--- src/rtl/mem_pkg.sv ---
// rtl/mem_pkg.sv - bundle layouts, branch opcodes and FSM states for the memory stage
package mem_pkg;

  localparam int DATA_W   = 24;
  localparam int OPTYPE_W = 2;
  localparam int OPCODE_W = 4;
  localparam int RC_W     = 4;
  localparam int BW       = 16 + 2 * DATA_W;
  localparam int WBW      = 12 + 2 * DATA_W;

  // EX/MEM bundle LSB offsets
  localparam int IN_RD3_LSB     = 0;
  localparam int IN_RC_LSB      = DATA_W;
  localparam int IN_REGWR_BIT   = DATA_W + 4;
  localparam int IN_MEMTOREG_BIT = DATA_W + 5;
  localparam int IN_MEMWR_BIT   = DATA_W + 6;
  localparam int IN_BRANCH_BIT  = DATA_W + 7;
  localparam int IN_NEG_BIT     = DATA_W + 8;
  localparam int IN_ZERO_BIT    = DATA_W + 9;
  localparam int IN_ALU_LSB     = DATA_W + 10;
  localparam int IN_OPCODE_LSB  = 2 * DATA_W + 10;
  localparam int IN_OPTYPE_LSB  = 2 * DATA_W + 14;

  // MEM/WB bundle LSB offsets
  localparam int OUT_RC_LSB       = 0;
  localparam int OUT_REGWR_BIT    = 4;
  localparam int OUT_MEMTOREG_BIT = 5;
  localparam int OUT_MEMDATA_LSB  = 6;
  localparam int OUT_ALU_LSB      = DATA_W + 6;
  localparam int OUT_OPCODE_LSB   = 2 * DATA_W + 6;
  localparam int OUT_OPTYPE_LSB   = 2 * DATA_W + 10;

  localparam logic [OPCODE_W-1:0] BR_AL = 4'd0;
  localparam logic [OPCODE_W-1:0] BR_EQ = 4'd1;
  localparam logic [OPCODE_W-1:0] BR_NE = 4'd2;
  localparam logic [OPCODE_W-1:0] BR_LT = 4'd3;
  localparam logic [OPCODE_W-1:0] BR_GE = 4'd4;

  typedef enum logic {
    IDLE   = 1'b0,
    ACCESS = 1'b1
  } mem_state_e;

endpackage

--- src/rtl/branch_cond.sv ---
// rtl/branch_cond.sv - resolves branch condition from opcode and ALU flags
module branch_cond
  import mem_pkg::*;
(
  input  logic [OPCODE_W-1:0] op_code_i,
  input  logic                zero_flag_i,
  input  logic                neg_flag_i,
  input  logic                branch_flag_i,
  output logic                taken_o
);

  logic cond;

  always_comb begin
    cond = 1'b0;
    case (op_code_i)
      BR_AL:   cond = 1'b1;
      BR_EQ:   cond = zero_flag_i;
      BR_NE:   cond = !zero_flag_i;
      BR_LT:   cond = neg_flag_i;
      BR_GE:   cond = !neg_flag_i;
      default: cond = 1'b0;
    endcase
  end

  assign taken_o = branch_flag_i & cond;

endmodule

--- src/rtl/buffer.sv ---
// rtl/buffer.sv - generic pipeline register with synchronous active-high clear
module buffer #(
  parameter int Buffer_size = 8
) (
  input  logic                   clk,
  input  logic                   rst,
  input  logic                   en,
  input  logic [Buffer_size-1:0] d,
  output logic [Buffer_size-1:0] q
);

  always_ff @(posedge clk) begin
    if (rst) begin
      q <= '0;
    end else if (en) begin
      q <= d;
    end
  end

endmodule

--- src/rtl/mem_stage.sv ---
// rtl/mem_stage.sv - memory stage: data-memory handshake, branch resolve, MEM/WB register
module mem_stage
  import mem_pkg::*;
#(
  parameter int N   = DATA_W,
  parameter int BW  = 16 + 2 * N,
  parameter int WBW = 12 + 2 * N
) (
  input  logic           clk,
  input  logic           rst,
  input  logic [BW-1:0]  bufferIn,
  input  logic           memAck,
  input  logic [N-1:0]   memRData,
  output logic           memReq,
  output logic           memWe,
  output logic [N-1:0]   memAddr,
  output logic [N-1:0]   memWData,
  output logic           stall,
  output logic           branchTaken,
  output logic [N-1:0]   branchTarget,
  output logic [15:0]    stallCount,
  output logic [WBW-1:0] bufferOut
);

  logic [OPTYPE_W-1:0] op_type;
  logic [OPCODE_W-1:0] op_code;
  logic [N-1:0]        alu_result;
  logic                zero_flag;
  logic                neg_flag;
  logic                branch_flag;
  logic                mem_write;
  logic                mem_to_reg;
  logic                reg_write;
  logic [RC_W-1:0]     rc;
  logic [N-1:0]        rd3;

  assign {op_type, op_code, alu_result, zero_flag, neg_flag, branch_flag,
          mem_write, mem_to_reg, reg_write, rc, rd3} = bufferIn;

  mem_state_e     state_q;
  logic [15:0]    stall_cnt_q;
  logic [15:0]    stall_cnt_d;
  logic           access;
  logic           is_load;
  logic           br_raw;
  logic [N-1:0]   mem_data;
  logic [WBW-1:0] wb_d;

  assign access  = mem_write | mem_to_reg;
  assign is_load = !mem_write & mem_to_reg;

  // Request stays up through ACCESS because upstream holds bufferIn frozen
  assign memReq   = !rst && (access || state_q == ACCESS);
  assign memWe    = mem_write;
  assign memAddr  = alu_result;
  assign memWData = rd3;
  assign stall    = memReq & !memAck;

  assign mem_data = (memReq && memAck && is_load) ? memRData : '0;
  assign wb_d     = stall ? '0
                          : {op_type, op_code, alu_result, mem_data, mem_to_reg, reg_write, rc};

  branch_cond u_branch_cond (
    .op_code_i     (op_code),
    .zero_flag_i   (zero_flag),
    .neg_flag_i    (neg_flag),
    .branch_flag_i (branch_flag),
    .taken_o       (br_raw)
  );

  // Hold the flush until the completion cycle so the hazard unit sees it once
  assign branchTaken  = br_raw & !stall;
  assign branchTarget = alu_result;

  always_ff @(posedge clk) begin
    if (rst) begin
      state_q <= IDLE;
    end else begin
      case (state_q)
        IDLE:    if (stall)  state_q <= ACCESS;
        ACCESS:  if (memAck) state_q <= IDLE;
        default: state_q <= IDLE;
      endcase
    end
  end

  assign stall_cnt_d = (stall && stall_cnt_q != 16'hFFFF) ? stall_cnt_q + 16'd1 : stall_cnt_q;

  always_ff @(posedge clk) begin
    if (rst) begin
      stall_cnt_q <= '0;
    end else begin
      stall_cnt_q <= stall_cnt_d;
    end
  end

  assign stallCount = stall_cnt_q;

  buffer #(
    .Buffer_size (WBW)
  ) u_mem_wb (
    .clk (clk),
    .rst (rst),
    .en  (1'b1),
    .d   (wb_d),
    .q   (bufferOut)
  );

endmodule

--- config.mk ---
export PLATFORM = sky130hd
export DESIGN_NAME = mem_stage
export DESIGN_NICKNAME = d
export VERILOG_FILES = /design/src/rtl/mem_pkg.sv /design/src/rtl/branch_cond.sv /design/src/rtl/buffer.sv /design/src/rtl/mem_stage.sv
export SDC_FILE = /design/constraint.sdc
export NUM_CORES = 1
export LEC_CHECK = 0
export ABC_CLOCK_PERIOD_IN_PS = 1600
export CAP_MARGIN = 20
export CORE_ASPECT_RATIO = 0.75
export CORE_MARGIN = 3
export CORE_UTILIZATION = 34
export CTS_CLUSTER_SIZE = 20
export DETAILED_ROUTE_END_ITERATION = 6
export PLACE_DENSITY = 0.87
export SYNTH_ARGS = -nofsm -noshare
export SYNTH_HDL_FRONTEND = slang
export SYNTH_HIERARCHICAL = 1
export SYNTH_SLANG_ARGS = --single-unit
--- constraint.sdc ---
create_clock -name clk -period 1.6 [get_ports clk]
set_input_delay 0.16 -clock clk [delete_from_list [all_inputs] [get_ports clk]]
set_output_delay 0.16 -clock clk [all_outputs]
set_load 0.05 [all_outputs]
**After elaboration in Yosys (flattened, before gate mapping)**

Index checks and enable logic that the tools add are counted.

- Add/sub/neg operators: 1
- Multiply operators: 0
- Divide/modulo/power cells: 0
- Order comparisons: 0
- Eq/ne operators: 5
- Shift-type cells: 0
- Multiplexer cells: 4
- Bitwise gates (word level): 7
- Reduce and logical (&&, ||, !) cells: 14

Operators by type and width:

| operator | number |
|---|---|
| $add A16 B1 Y16 const B | 1 |
| $ne A16 B16 Y1 const B | 1 |
| $eq A4 B2 Y1 const B | 2 |
| $logic_not A1 Y1 | 6 |
| $pmux W1 S5 | 1 |
| $and A1 B1 Y1 | 4 |
| $eq A4 B1 Y1 const B | 1 |
| $eq A4 B3 Y1 const B | 1 |
| $logic_and A1 B1 Y1 | 4 |
| $logic_not A4 Y1 | 1 |
| $reduce_or A3 Y1 | 1 |
| $mux W1 | 2 |
| $not A1 Y1 | 2 |
| $pmux W1 S2 | 1 |
| $reduce_or A2 Y1 | 1 |
| $logic_or A1 B1 Y1 | 1 |
| $or A1 B1 Y1 | 1 |

- Flip-flop bits (word level): 77
- Bits in latches: 0
- Memory bits (writable): 0
- Bits in read-only memories: 0
- Input port bits: 91
- Output and inout port bits: 152
- Word-level logic and storage cells: 35
- Memories kept: 0

**Depth between registers and ports, before layout**

- Depth in word-level cells: 7
- Gate-level depth with buffers: 8
- Mapped depth without buffers: 5

**By module**

The synthesis kept the hierarchy.

Modules (own cells, without submodules):

| module | instances | cells each | area each (sq um) |
|---|---|---|---|
| buffer | 1 | 194 | 2,162.1 |
| mem_stage | 1 | 251 | 1,875.5 |
| branch_cond | 1 | 7 | 42.5 |

**Worst setup path after synthesis**

OpenSTA, ideal clock, no wires.

- Kind: reg2reg
- Start: reg stall_cnt_q[7], in the netlist stallCount[7]
- End: reg stall_cnt_q[1], in the netlist stallCount[1]
- Library setup time: 0.121 ns
- Data arrival time: 1.977 ns
- Setup slack: -0.497 ns
- Cell stages (with the launch flop): 5
- Buffers on the path: 0
- Cell sequence: dfxtp_1 > nand4_1 > nor4_1 > nor2_1 > mux2_2

- Cells in the longest elaborated chain, start to end: 2

RTL lines:

| what | line | RTL |
|---|---|---|
| start: declaration | mem_stage.sv:41 | `logic [15:0] stall_cnt_q;` |
| start signal: assignment | mem_stage.sv:93 | `stall_cnt_q <= stall_cnt_d;` |
| $ne A16 B16 Y1 | mem_stage.sv:87 | `assign stall_cnt_d = (stall && stall_cnt_q != 16'hFFFF) ? stall_cnt_q + 16'd1 : stall_cnt_q;` |
| $logic_and A1 B1 Y1 | mem_stage.sv:87 |  |

Every way passes these cells.
A chain may end at the register's enable or synchronous reset.

**Worst setup path after layout**

- Start: reg stall_cnt_q[0], in the netlist stallCount[0]
- End: reg stall_cnt_q[11], in the netlist stallCount[11]

- Cells in the longest elaborated chain, start to end: 2
- Elaborated cells between the ends (all ways): 3

RTL lines:

| what |
|---|
| parallel branches: the longest is 2 deep, another holds $add A16 B1 Y16 |

Parallel ways; which one is timed is not known.

==> impl_metrics.yaml <==
cts:
  cts.clk_slew.worst_paths_ns: 0.06
  cts-htree-levels: 3
  clockBufferDepth: 2
  clk_latency_ns: 0.33
  cts_sinks: 77
  cts_hold_buf: 0
  cts_tree: "built"
  cts_root_buf: "clkbuf_16"
  cts_inserted_buffers: 9
critical_path:
  r2r_cells: 4
  setup.worst_path.class: "reg2reg"
  worstPathArrival_ns: 1.83
  worstReg2RegStart: "stallCount[0]"
  rrSetupSlack_ns: -0.03
  critPathCaptureType: "flip-flop"
  critPathMaxFanout: 5
  startpoint_type: "flip-flop"
  required_ns: 1.80
  r2r-end: "stallCount[11]"
sta:
  hold_violations: 0
  rsz0062_at_grt: "true"
  period_share_pct: 102.1
  max_freq_mhz: 612.3
  fin_crit_ns: 1.633
  setup_viol: 4
  holdWs_ns: 0.3200
  clock_skew_ns: 0.006733
  slew_violations: 0
  fin_ws_ns: -0.03321
global_route:
  overflow: 0
  antenna_found_initial: 0
  track_usage_pct: 16.80
  grt_pass1_vias: 3689
  grt_pass1_wl_mm: 18.48
  grt_max_degree: 61
yosys:
  syn_nets: 544
  yosysUniqueCellTypes: 44
  synth_warnings: 6
  seq_area_frac_synth_pct: 37.78
  syn_avg_cell_area_um2: 9.027
  synth-edff-count: 0
  async_flop_share_pct: 0
  synth_area_um2: 4080
  synth_ff_type: "dfxtp_1"
  ys_ff_latch: 77
  synth_cells: 452
floorplanning:
  ios: 243
  start_util_pct: 36.07
  fp-row-count: 33
  die_h_um: 100.9
  die_w_um: 132.5
  die-area_um2: 13360
  core_area_um2: 11310
placement:
  hpwlAfterDp_mm: 8.894
  portBuffers: 194
  gp_congestion: 0.8324
power_and_ir_drop:
  vdd_drop_max_mv: 0.4817
  power_density_nw_per_um2: 836.4
  p_leak_uw: 0.003029
finish:
  final_core_util_pct: 59.46
  n_antenna_cell: 0
  synthToLayoutAreaGrowth_pct: 64.86
  nets: 689
  final_layout_size_suffix_gt1_share_pct: 38.60
detailed_routing:
  dr.pass1.iters: 4
  drtIter0Drc: 122
  via_per_inst: 4.765
  drc: 0
  routed_wl_mm: 12.18
  num_vias: 3612
  ant_nets: 0
  routedWlPerCell_um: 16.07
flow_run:
  cap_violations: 0
hold_path:
  whs_path_depth: 0
  worstHoldStart: "bufferIn[17]"
  holdPathEnd: "memWData[17]"
  holdCritPathClass: "in2out"
outcome:
  outcome: "finished, violations left"
  violations: "setup timing"
## cell usage in the layout, fill, tap and decap left out, drive strengths merged, types with 9 or more instances in the layout
cell type,n
inv,10
buf,165
a21oi,9
mux2i,63
and2,61
dfxtp,77
clkbuf,10
clkdlybuf4s50,62
nor2,69
nand2,11
## sequential cells by signal, summed over array words and instances (netlist names)
signal	cells
u_mem_wb/q	60
state_q	1
stallCount	16
## worst max path at each step
| stage | from | endpoint | depth (start not counted) |
|---|---|---|---|
| 2_1_floorplan | stallCount[7] | stallCount[4] | 4 |
| 3_3_place_gp | memAck | stallCount[11] | 5 |
| 3_5_place_dp | memAck | stallCount[9] | 6 |
| 4_1_cts | state_q | branchTaken | 5 |
| 5_1_grt | stallCount[0] | stallCount[11] | 4 |
| 6_report | stallCount[0] | stallCount[11] | 4 |
## stage by stage
| stage | power (uW) | instance area (um2) | setup TNS [ns] | std cells | worst slack (ns) |
|---|---|---|---|---|---|
| after floorplan | 3034 | 4151 | -0.6419 | 452 | -0.1544 |
| after global placement | 3392 | 6136 | -9.685 | 737 | -0.4052 |
| after detailed placement | 3417 | 6136 | -14.10 | 737 | -0.4936 |
| after CTS | 5682 | 6549 | -0.05264 | 754 | -0.05264 |
| after global routing | 5842 | 6726 | -0.6684 | 758 | -0.08107 |
| final | 5626 | 6726 | -0.07337 | 758 | -0.03321 |
## cell type report
cell class / count / area [um2]
repair buffers: 230 / 2565
fillers: 955 / 4587
clock inverters: 5 / 81.33
flip-flops and latches: 77 / 1585
clock buffers: 10 / 250.2
well taps: 157 / 196.4
multi-input cells: 270 / 2012
inverters: 9 / 36.28
## worst max-delay path: stages, from the launching register on
cell and delay, ns:
dfxtp_4 0.38, nand2_2 0.07, or3_4 0.40, nor4_2 0.28, mux2_1 0.36
## cells in the mapped netlist (all sizes together), types with 2 or more instances
library cell   n  area (um2)
nor4           7       50.05
clkbuf         7       26.28
and2          61       381.6
nor2b          2       12.51
mux2           3       33.78
or4            2       15.01
nand3          3       15.01
buf           89       699.4
dfxtp         77        1541
o311ai         2       17.52
o31ai          3       22.52
nand2         11       41.29
nor2          69       259.0
inv            9       33.78
mux2i         63       630.6
nor3           5       25.02
or3            3       18.77
and4           2       17.52
o21ai          2       10.01
nand4          6       37.54
a21oi          9       45.04
## what timing repair did
| item | 4_1_cts | 5_1_grt |
|---|---|---|
| gates resized for setup | 19 | 31 |
| buffers inserted | 2 | 4 |
| pin swaps | 4 | 16 |
| setup endpoints to repair | 9 | 16 |
## logic make-up (layout without fill, tap and decap cells)
family	after synthesis	count (layout)	synth area share (%)
and+or+nand+nor	176	176	22.36
buffers and inverters	105	254	18.61
DFF	77	77	37.78
muxes	66	66	16.28
AOI/OAI and AO/OA	26	26	4.569
adders and majority gates	1	1	0.3066
other	1	1	0.09191
## power by group
group	switching, uW	internal (uW)	leakage, uW	total, uW
Clock	786	1450	0.000160	2240
Combinational	765	615	0.00223	1380
Sequential	37.9	1970	0.000638	2010
Total	1590	4040	0.00303	5630
## metal layers
metal	part of all wire, %	global-route usage, %	vias to the layer above
met1	40	19.23	1727
met5	0	0	-
li1	-	-	1720
met3	7.3	6.637	18
met2	52	29.36	147
met4	1.3	4.792	0
(Power assumes the default switching activity.)
